===== config.mk =====
export PLATFORM = sky130hd
export DESIGN_NAME = rf_scan_controller
export DESIGN_NICKNAME = d
export VERILOG_FILES = /design/src/rtl/rf_scan_controller_pkg.sv /design/src/rtl/rf_scan_controller_settle_timer.sv /design/src/rtl/rf_scan_controller.sv
export SDC_FILE = /design/constraint.sdc
export NUM_CORES = 1
export LEC_CHECK = 0
export BUFFER_PORTS_ARGS = -buffer_cell sky130_fd_sc_hd__buf_2
export CORE_AREA = 5 5 62 64
export DETAILED_ROUTE_END_ITERATION = 16
export DIE_AREA = 0 0 67 69
export HOLD_SLACK_MARGIN = 0.1
export PLACE_DENSITY = 0.85
export SLEW_MARGIN = 20
export SYNTH_ARGS = -nofsm -noshare
export SYNTH_HDL_FRONTEND = slang
export SYNTH_SLANG_ARGS = --single-unit

===== constraint.sdc =====
create_clock -name clk -period 2.6 [get_ports clk]
set_input_delay 0 -clock clk [delete_from_list [all_inputs] [get_ports clk]]
set_output_delay 0 -clock clk [all_outputs]
set_load 0.005 [all_outputs]

===== src/rtl/rf_scan_controller_pkg.sv =====
// Shared types and sizing for the receptive-field scan controller.
// Holds the state encoding, index widths and the window-count helper.
package rf_scan_controller_pkg;

  localparam int unsigned ROW_W = 6;
  localparam int unsigned WIN_W = 7;
  localparam int unsigned CNT_W = 3;

  typedef enum logic [1:0] {
    StIdle,
    StSettle,
    StOffer,
    StDone
  } state_e;

  function automatic int unsigned n_windows(input int unsigned h, input int unsigned f);
    return 2 * (h - f + 1);
  endfunction

endpackage


===== src/rtl/rf_scan_controller_settle_timer.sv =====
// Loadable down-counter with a zero flag, used to let the selector output settle.
module rf_settle_timer
  import rf_scan_controller_pkg::*;
(
  input  logic             clk,
  input  logic             rst_n,
  input  logic             i_load,
  input  logic [CNT_W-1:0] i_load_val,
  input  logic             i_dec,
  output logic             o_zero
);

  logic [CNT_W-1:0] r_cnt;

  always_ff @(posedge clk or negedge rst_n) begin
    if (!rst_n) begin
      r_cnt <= '0;
    end else if (i_load) begin
      r_cnt <= i_load_val;
    end else if (i_dec && (r_cnt != '0)) begin
      r_cnt <= r_cnt - 1'b1;
    end
  end

  assign o_zero = (r_cnt == '0);

endmodule


===== src/rtl/rf_scan_controller.sv =====
// Steps (row, column-half) windows over one image and offers each one downstream
// through a valid/ready handshake, with a settle delay after every index change.
module rf_scan_controller
  import rf_scan_controller_pkg::*;
#(
  parameter int unsigned H          = 32,
  parameter int unsigned W          = 32,
  parameter int unsigned F          = 5,
  parameter int unsigned SETTLE_CYC = 1
) (
  input  logic             clk,
  input  logic             rst_n,
  input  logic             i_start,
  input  logic             i_abort,
  output logic [ROW_W-1:0] o_row_number,
  output logic [ROW_W-1:0] o_column,
  output logic             o_rf_valid,
  input  logic             i_rf_ready,
  output logic [WIN_W-1:0] o_win_idx,
  output logic             o_busy,
  output logic             o_done
);

  localparam int unsigned      NCols      = (W >= 2) ? 2 : 1;
  localparam logic [ROW_W-1:0] LastCol    = ROW_W'(NCols - 1);
  localparam logic [WIN_W-1:0] LastWin    = WIN_W'(n_windows(H, F) - 1);
  localparam logic             NoSettle   = (SETTLE_CYC == 0);
  localparam logic [CNT_W-1:0] SettleLoad = CNT_W'((SETTLE_CYC == 0) ? 0 : SETTLE_CYC - 1);

  state_e           r_state;
  logic [ROW_W-1:0] r_row;
  logic [ROW_W-1:0] r_col;
  logic [WIN_W-1:0] r_win;
  logic             r_valid;
  logic             r_busy;
  logic             r_done;

  logic w_hs;
  logic w_last;
  logic w_begin;
  logic w_load;
  logic w_zero;

  assign w_hs    = (r_state == StOffer) && r_valid && i_rf_ready;
  assign w_last  = (r_win == LastWin);
  assign w_begin = (r_state == StIdle) && i_start && !i_abort;
  assign w_load  = w_begin || (w_hs && !w_last && !i_abort);

  rf_settle_timer u_settle_timer (
    .clk        (clk),
    .rst_n      (rst_n),
    .i_load     (w_load),
    .i_load_val (SettleLoad),
    .i_dec      (r_state == StSettle),
    .o_zero     (w_zero)
  );

  always_ff @(posedge clk or negedge rst_n) begin
    if (!rst_n) begin
      r_state <= StIdle;
      r_row   <= '0;
      r_col   <= '0;
      r_win   <= '0;
      r_valid <= 1'b0;
      r_busy  <= 1'b0;
      r_done  <= 1'b0;
    end else if (i_abort) begin
      // Abort beats any handshake or start in the same cycle.
      r_state <= StIdle;
      r_row   <= '0;
      r_col   <= '0;
      r_win   <= '0;
      r_valid <= 1'b0;
      r_busy  <= 1'b0;
      r_done  <= 1'b0;
    end else begin
      unique case (r_state)
        StIdle: begin
          r_done <= 1'b0;
          if (i_start) begin
            r_row   <= '0;
            r_col   <= '0;
            r_win   <= '0;
            r_busy  <= 1'b1;
            r_valid <= NoSettle;
            r_state <= NoSettle ? StOffer : StSettle;
          end
        end
        StSettle: begin
          if (w_zero) begin
            r_valid <= 1'b1;
            r_state <= StOffer;
          end
        end
        StOffer: begin
          if (w_hs) begin
            if (w_last) begin
              r_valid <= 1'b0;
              r_done  <= 1'b1;
              r_state <= StDone;
            end else begin
              if (r_col != LastCol) begin
                r_col <= r_col + 1'b1;
              end else begin
                r_row <= r_row + 1'b1;
                r_col <= '0;
              end
              r_win   <= r_win + 1'b1;
              r_valid <= NoSettle;
              r_state <= NoSettle ? StOffer : StSettle;
            end
          end
        end
        StDone: begin
          r_done  <= 1'b0;
          r_busy  <= 1'b0;
          r_state <= StIdle;
        end
        default: r_state <= StIdle;
      endcase
    end
  end

  assign o_row_number = r_row;
  assign o_column     = r_col;
  assign o_rf_valid   = r_valid;
  assign o_win_idx    = r_win;
  assign o_busy       = r_busy;
  assign o_done       = r_done;

endmodule


==> Word level (Yosys, flattened, before mapping) <==
Index checks and enable logic that the tools add are counted.
{ "word_totals": {"register_bits": 27, "inputBits": 5} }
{ "op_classes": {"n_mux": 36, "n_eq_ne": 11, "add_sub_neg": 4, "n_reduce_logical": 25} }
{ "op_table": {"columns": ["cell", "count"], "rows": [
  ["$mux W6", 9],
  ["$mux W7", 4],
  ["$pmux W6 S2", 2],
  ["$ne A3 B3 Y1 const B", 6],
  ["$pmux W7 S2", 1],
  ["$add A6 B1 Y6 const B", 2],
  ["$reduce_bool A3 Y1", 4],
  ["$mux W2", 5],
  ["$mux W1", 9],
  ["$pmux W2 S4", 1],
  ["$reduce_and A4 Y1", 2],
  ["$add A7 B1 Y7 const B", 1],
  ["$eq A7 B6 Y1 const B", 1],
  ["$logic_and A1 B1 Y1", 7],
  ["$mux W3", 2],
  ["$ne A6 B1 Y1 const B", 1],
  ["$reduce_and A3 Y1", 2],
  ["$reduce_and A5 Y1", 1],
  ["$eq A2 B2 Y1 const B", 2],
  ["$pmux W1 S2", 2],
  ["$reduce_bool A4 Y1", 1],
  ["$logic_not A3 Y1", 1],
  ["$pmux W1 S3", 1],
  ["$sub A3 B1 Y3 const B", 1],
  ["other kinds (7)", 8]
]} }

==> Logic depth before layout (Yosys ltp) <==
{ "depth": {"ltp_word": 7, "depth_mapped": 9} }

==> Cells and area by module <==
From an unflattened synthesis, not the netlist that was laid out.
{ "unflattened": {"cells_unflattened": 173, "area_unflattened_um2": 1652.8} }
{ "by_module_without_submodules": {"columns": ["module", "cells_each", "area_per_inst_um2", "seq_area_each_um2", "n_inst"], "rows": [
  ["rf_scan_controller", 154, 1462.7, 600.6, 1],
  ["rf_settle_timer", 19, 190.2, 75.1, 1]
]} }

==> Least setup slack after synthesis <==
No wires, ideal clock.
{ "synth_path": {"path_type": "reg2reg", "start": "reg r_state[0]", "end": "reg r_col[4] (netlist: o_column[4])", "t_arrival_ps": 2128, "path_buffers": 3, "setup_slack_ps": 390, "path_stages_with_launch": 10, "period_less_slack_ps": 2210, "path_cell_list": "dfrtp_1 > buf_2 > inv_1 > ha_1 > nor2b_1 > clkbuf_4 > or2_2 > buf_2 > or4_1 > a31oi_1"} }
{ "synth_between": {"elab_chain_len": 5, "word_cells_on_any_way": 11, "cone_classes": "eq/ne (4); mux (2); reduce/logical (5)"} }
{ "synth_rtl": {"columns": ["element", "line_no", "rtl"], "rows": [
  ["start, declared", "rf_scan_controller.sv:30", "state_e r_state;"],
  ["start signal, assigned", "rf_scan_controller.sv:60", "r_state <= StIdle;"],
  ["start signal, assigned", "rf_scan_controller.sv:69", "r_state <= StIdle;"],
  ["start signal, assigned", "rf_scan_controller.sv:86", "r_state <= NoSettle ? StOffer : StSettle;"],
  ["$eq A2 B2 Y1", "rf_scan_controller.sv:44, rf_scan_controller.sv:77", null],
  ["$logic_and A1 B1 Y1 (2 in a row)", "rf_scan_controller.sv:44", "assign w_hs = (r_state == StOffer) && r_valid && i_rf_ready;"],
  ["$ne A3 B3 Y1 (no source line)", null, null],
  ["$reduce_and A4 Y1 (no source line)", null, null],
  ["end signal, assigned", "rf_scan_controller.sv:103", "r_col <= r_col + 1'b1;"],
  ["end, declared", "rf_scan_controller.sv:32", "logic [ROW_W-1:0] r_col;"]
]} }
Parallel ways exist; a longest one is shown, timed or not.
A chain may end at the register's enable or synchronous reset.

==> Worst setup path after layout <==
{ "layout_path": {"start": "reg r_state[0]", "end": "reg r_col[2] (netlist: o_column[2])"} }
The elaborated chain is that of the path after synthesis.

==> impl_metrics.yaml <==
synthesis:
  synth_area_um2: 1730
  ys_types: 41
  syn_avg_cell_area_um2: 8.89
  yosysWarnings: 0
  syn_inst: 195
  ys_ff_latch: 27
  synth_seq_area_share_pct: 39.0
  synthesis.nets: 210
cts:
  cts_root_buf: "clkbuf_4"
  clkTransAtPathRegs_ps: 150
  post_cts_buffers: 0
  cts_resized: 0
  htreeDepth: 1
  numCtsBuffers: 3
  cts_hold_buf: 3
  cts_tree: "yes"
  cts_buffer_depth: 2
  clock-sinks: 27
  clk_latency_ps: 320
setup_path:
  crit_path_max_incr_delay_ps: 550
  endpoint_kind: "flip-flop"
  critPathTopFamily: "compound AO/OA/AOI/OAI gates"
  worst-path-max-fanout: 12
  cpMaxStageDelayCell: "dfrtp_1"
  crit_buf_inv: 1
  cp-start-kind: "flip-flop"
  critical_path.cell_chain: "inv_1, ha_1, nor2b_1, a211o_1, or3_1, o311ai_0"
  path_class: "flip-flop to flip-flop"
  arrival_ps: 2580
  cp.required_ps: 2830
route:
  vias: 1588
  wirelength_mm: 4.02
  vias_per_cell: 5.93
  drt_iter0_markers: 187
  drc: 0
  first_pass_iters: 5
  routedWlPerCell_um: 15.0
  ant_nets: 0
floorplan:
  start_util_pct: 53.6
  die_area_um2: 4620
  die-width_um: 67
  die_height_um: 69
  core_area_um2: 3230
  ios: 27
  num_rows: 21
grt:
  grt_pass1_vias: 1470
  grt_use_total_pct: 18.3
  antenna_found_initial: 0
  grt_overflow: 0
  grt_pass1_wl_mm: 6.82
  grt_max_degree: 28
final_layout:
  insertedDiodeCount: 0
  n_fill_cell: 283
  layout-drive-gt1-share_pct: 18.5
  syn2layout_area_growth_pct: 13.4
  seq_area_um2: 676
  multi_input_area_um2: 966
  finish.net_count: 238
sta:
  slew_headroom_pct: 58.2
  min_period_over_period_pct: 90.6
  setup_tns_ps: 0
  worst_slack_ps: 244
  fin_skew_ps: 2.52
  tightest_slew_ps: 623
  rsz0062_at_grt: "no"
  hold_viol: 0
  setup_viol: 0
  fmax_mhz: 425
  fin_crit_ps: 2360
  slew_viol_final: 0
power_and_ir_drop:
  power-per-cell-area_nw_per_um2: 584
  power_leakage_nw: 0.882
  vdd_ir_drop_max_v: 0.000391
place:
  gp_congestion: 0.862
  dp_worst_setup_slack_ps: 330
  portBuffers: 26
  dp_hpwl_mm: 2.89
run_status:
  status: "completed"
run:
  max-cap-violations: 0
min_path:
  hold_path_class: "input port to asynchronous set/reset pin"
## Yosys cell counts
| library cell | instances | area (um2) |
|---|---|---|
| nand2b_1 | 4 | 25.0 |
| xnor2_1 | 2 | 17.5 |
| nor2_1 | 13 | 48.8 |
| o32ai_1 | 2 | 17.5 |
| nand4_1 | 3 | 18.8 |
| o21bai_1 | 1 | 7.51 |
| nor2b_1 | 2 | 12.5 |
| and2_1 | 2 | 12.5 |
| a221o_1 | 1 | 10.0 |
| dfrtp_1 | 27 | 676 |
| buf_2 | 4 | 20.0 |
| nor3_1 | 3 | 15.0 |
| o311ai_0 | 6 | 52.6 |
| nand2_1 | 18 | 67.6 |
| o211ai_1 | 8 | 60.1 |
| inv_1 | 11 | 41.3 |
| ha_1 | 10 | 125 |
| a31o_2 | 2 | 17.5 |
| a211o_1 | 3 | 26.3 |
| clkbuf_1 | 6 | 22.5 |
| a21oi_1 | 6 | 30.0 |
| nor4_1 | 4 | 25.0 |
| a211oi_1 | 3 | 22.5 |
| mux2_2 | 1 | 11.3 |
| nand3b_1 | 2 | 15.0 |
| o21ai_0 | 8 | 40.0 |
| or4_1 | 2 | 15.0 |
| or4b_1 | 2 | 20.0 |
| a31oi_1 | 5 | 31.3 |
| nand2b_4 | 1 | 13.8 |
| o31ai_1 | 3 | 22.5 |
| o21a_1 | 1 | 7.51 |
| or4b_4 | 1 | 13.8 |
| and3_1 | 4 | 25.0 |
| clkbuf_4 | 1 | 7.51 |
| o21ba_2 | 1 | 10.0 |
| or3_1 | 3 | 18.8 |
| a221oi_1 | 1 | 8.76 |
| nand3_1 | 15 | 75.1 |
| mux2i_1 | 2 | 20.0 |
| or2_2 | 1 | 6.26 |
## power by group
group,leakage [nW],switching [mW],total [mW],internal [mW]
Combinational,0.496,0.283,0.462,0.179
Sequential,0.371,0.0398,0.499,0.459
Clock,0.0150,0.126,0.186,0.0601
Total,0.882,0.449,1.15,0.698
## final cells by class
| cell class | instances | share of cell area [%] |
|---|---|---|
| Clock buffer | 4 | 1.34 |
| Timing Repair Buffer | 34 | 10.1 |
| Multi-Input combinational cell | 146 | 49.2 |
| Sequential cell | 27 | 34.4 |
| Inverter | 11 | 2.10 |
| Tap cell | 46 | 2.93 |
## metrics by stage
step / util (%) / hold slack [ps] / instance area (um2) / power [mW] / std cells
CTS: 60.8 / 226 / 1960 / 1.15 / 268
global placement: 59.0 / 48.1 / 1910 / 0.945 / 261
global route: 60.8 / 259 / 1960 / 1.23 / 268
finish: 60.8 / 203 / 1960 / 1.15 / 268
floorplan: - / -296 / 1730 / 0.850 / 195
detailed placement: 59.0 / 55.7 / 1910 / 0.953 / 261
## cell usage in the layout, fill, tap and decap left out, drive strengths merged, types with 4 or more instances in the layout
cell and count:
nand2b 5, o21ai 8, a31oi 5, nand3 15
o211ai 8, dfrtp 27, nor4 4, inv 11
and3 4, clkbuf 4, nand2 18, nor2 13
a21oi 6, ha 10, o311ai 6, buf 31
## registers in the layout, indices dropped and copies added, names as in the netlist
| signal | cells |
|---|---|
| o_busy | 1 |
| r_state | 2 |
| o_rf_valid | 1 |
| o_column | 6 |
| o_win_idx | 7 |
| o_row_number | 6 |
| u_settle_timer.r_cnt | 3 |
| o_done | 1 |
## per-layer routing
layer  wire, um  global-route usage (%)  up-vias
li1           -                       -      786
met1       1860                    26.4      748
met2       1910                    28.5       50
met3        219                    2.27        4
met4         25                    4.73        0
met5          0                       0        -
## kinds of logic after synthesis
logic type | synth area share (%)
AO/OA/AOI/OAI | 21.0
XOR/XNOR | 1.01
adder cells (fa/ha/maj) | 7.22
buffers and inverters | 5.27
flip-flops | 39.0
multiplexers | 1.81
AND/OR/NAND/NOR | 24.7
## path summary, 6_finish.rpt
path	endpoint	cells past startpoint	from	slack [ps]
max	o_column[2]	6	r_state[0]	240
min	o_win_idx[2]	2	rst_n	200
max reg2reg	o_column[2]	6	r_state[0]	240
min reg2reg	o_busy	2	o_busy	540
max in group asynchronous	o_column[4]	2	rst_n	2000
min in group clk	u_settle_timer.r_cnt[2]	5	i_rf_ready	250
(Power assumes the default switching activity.)
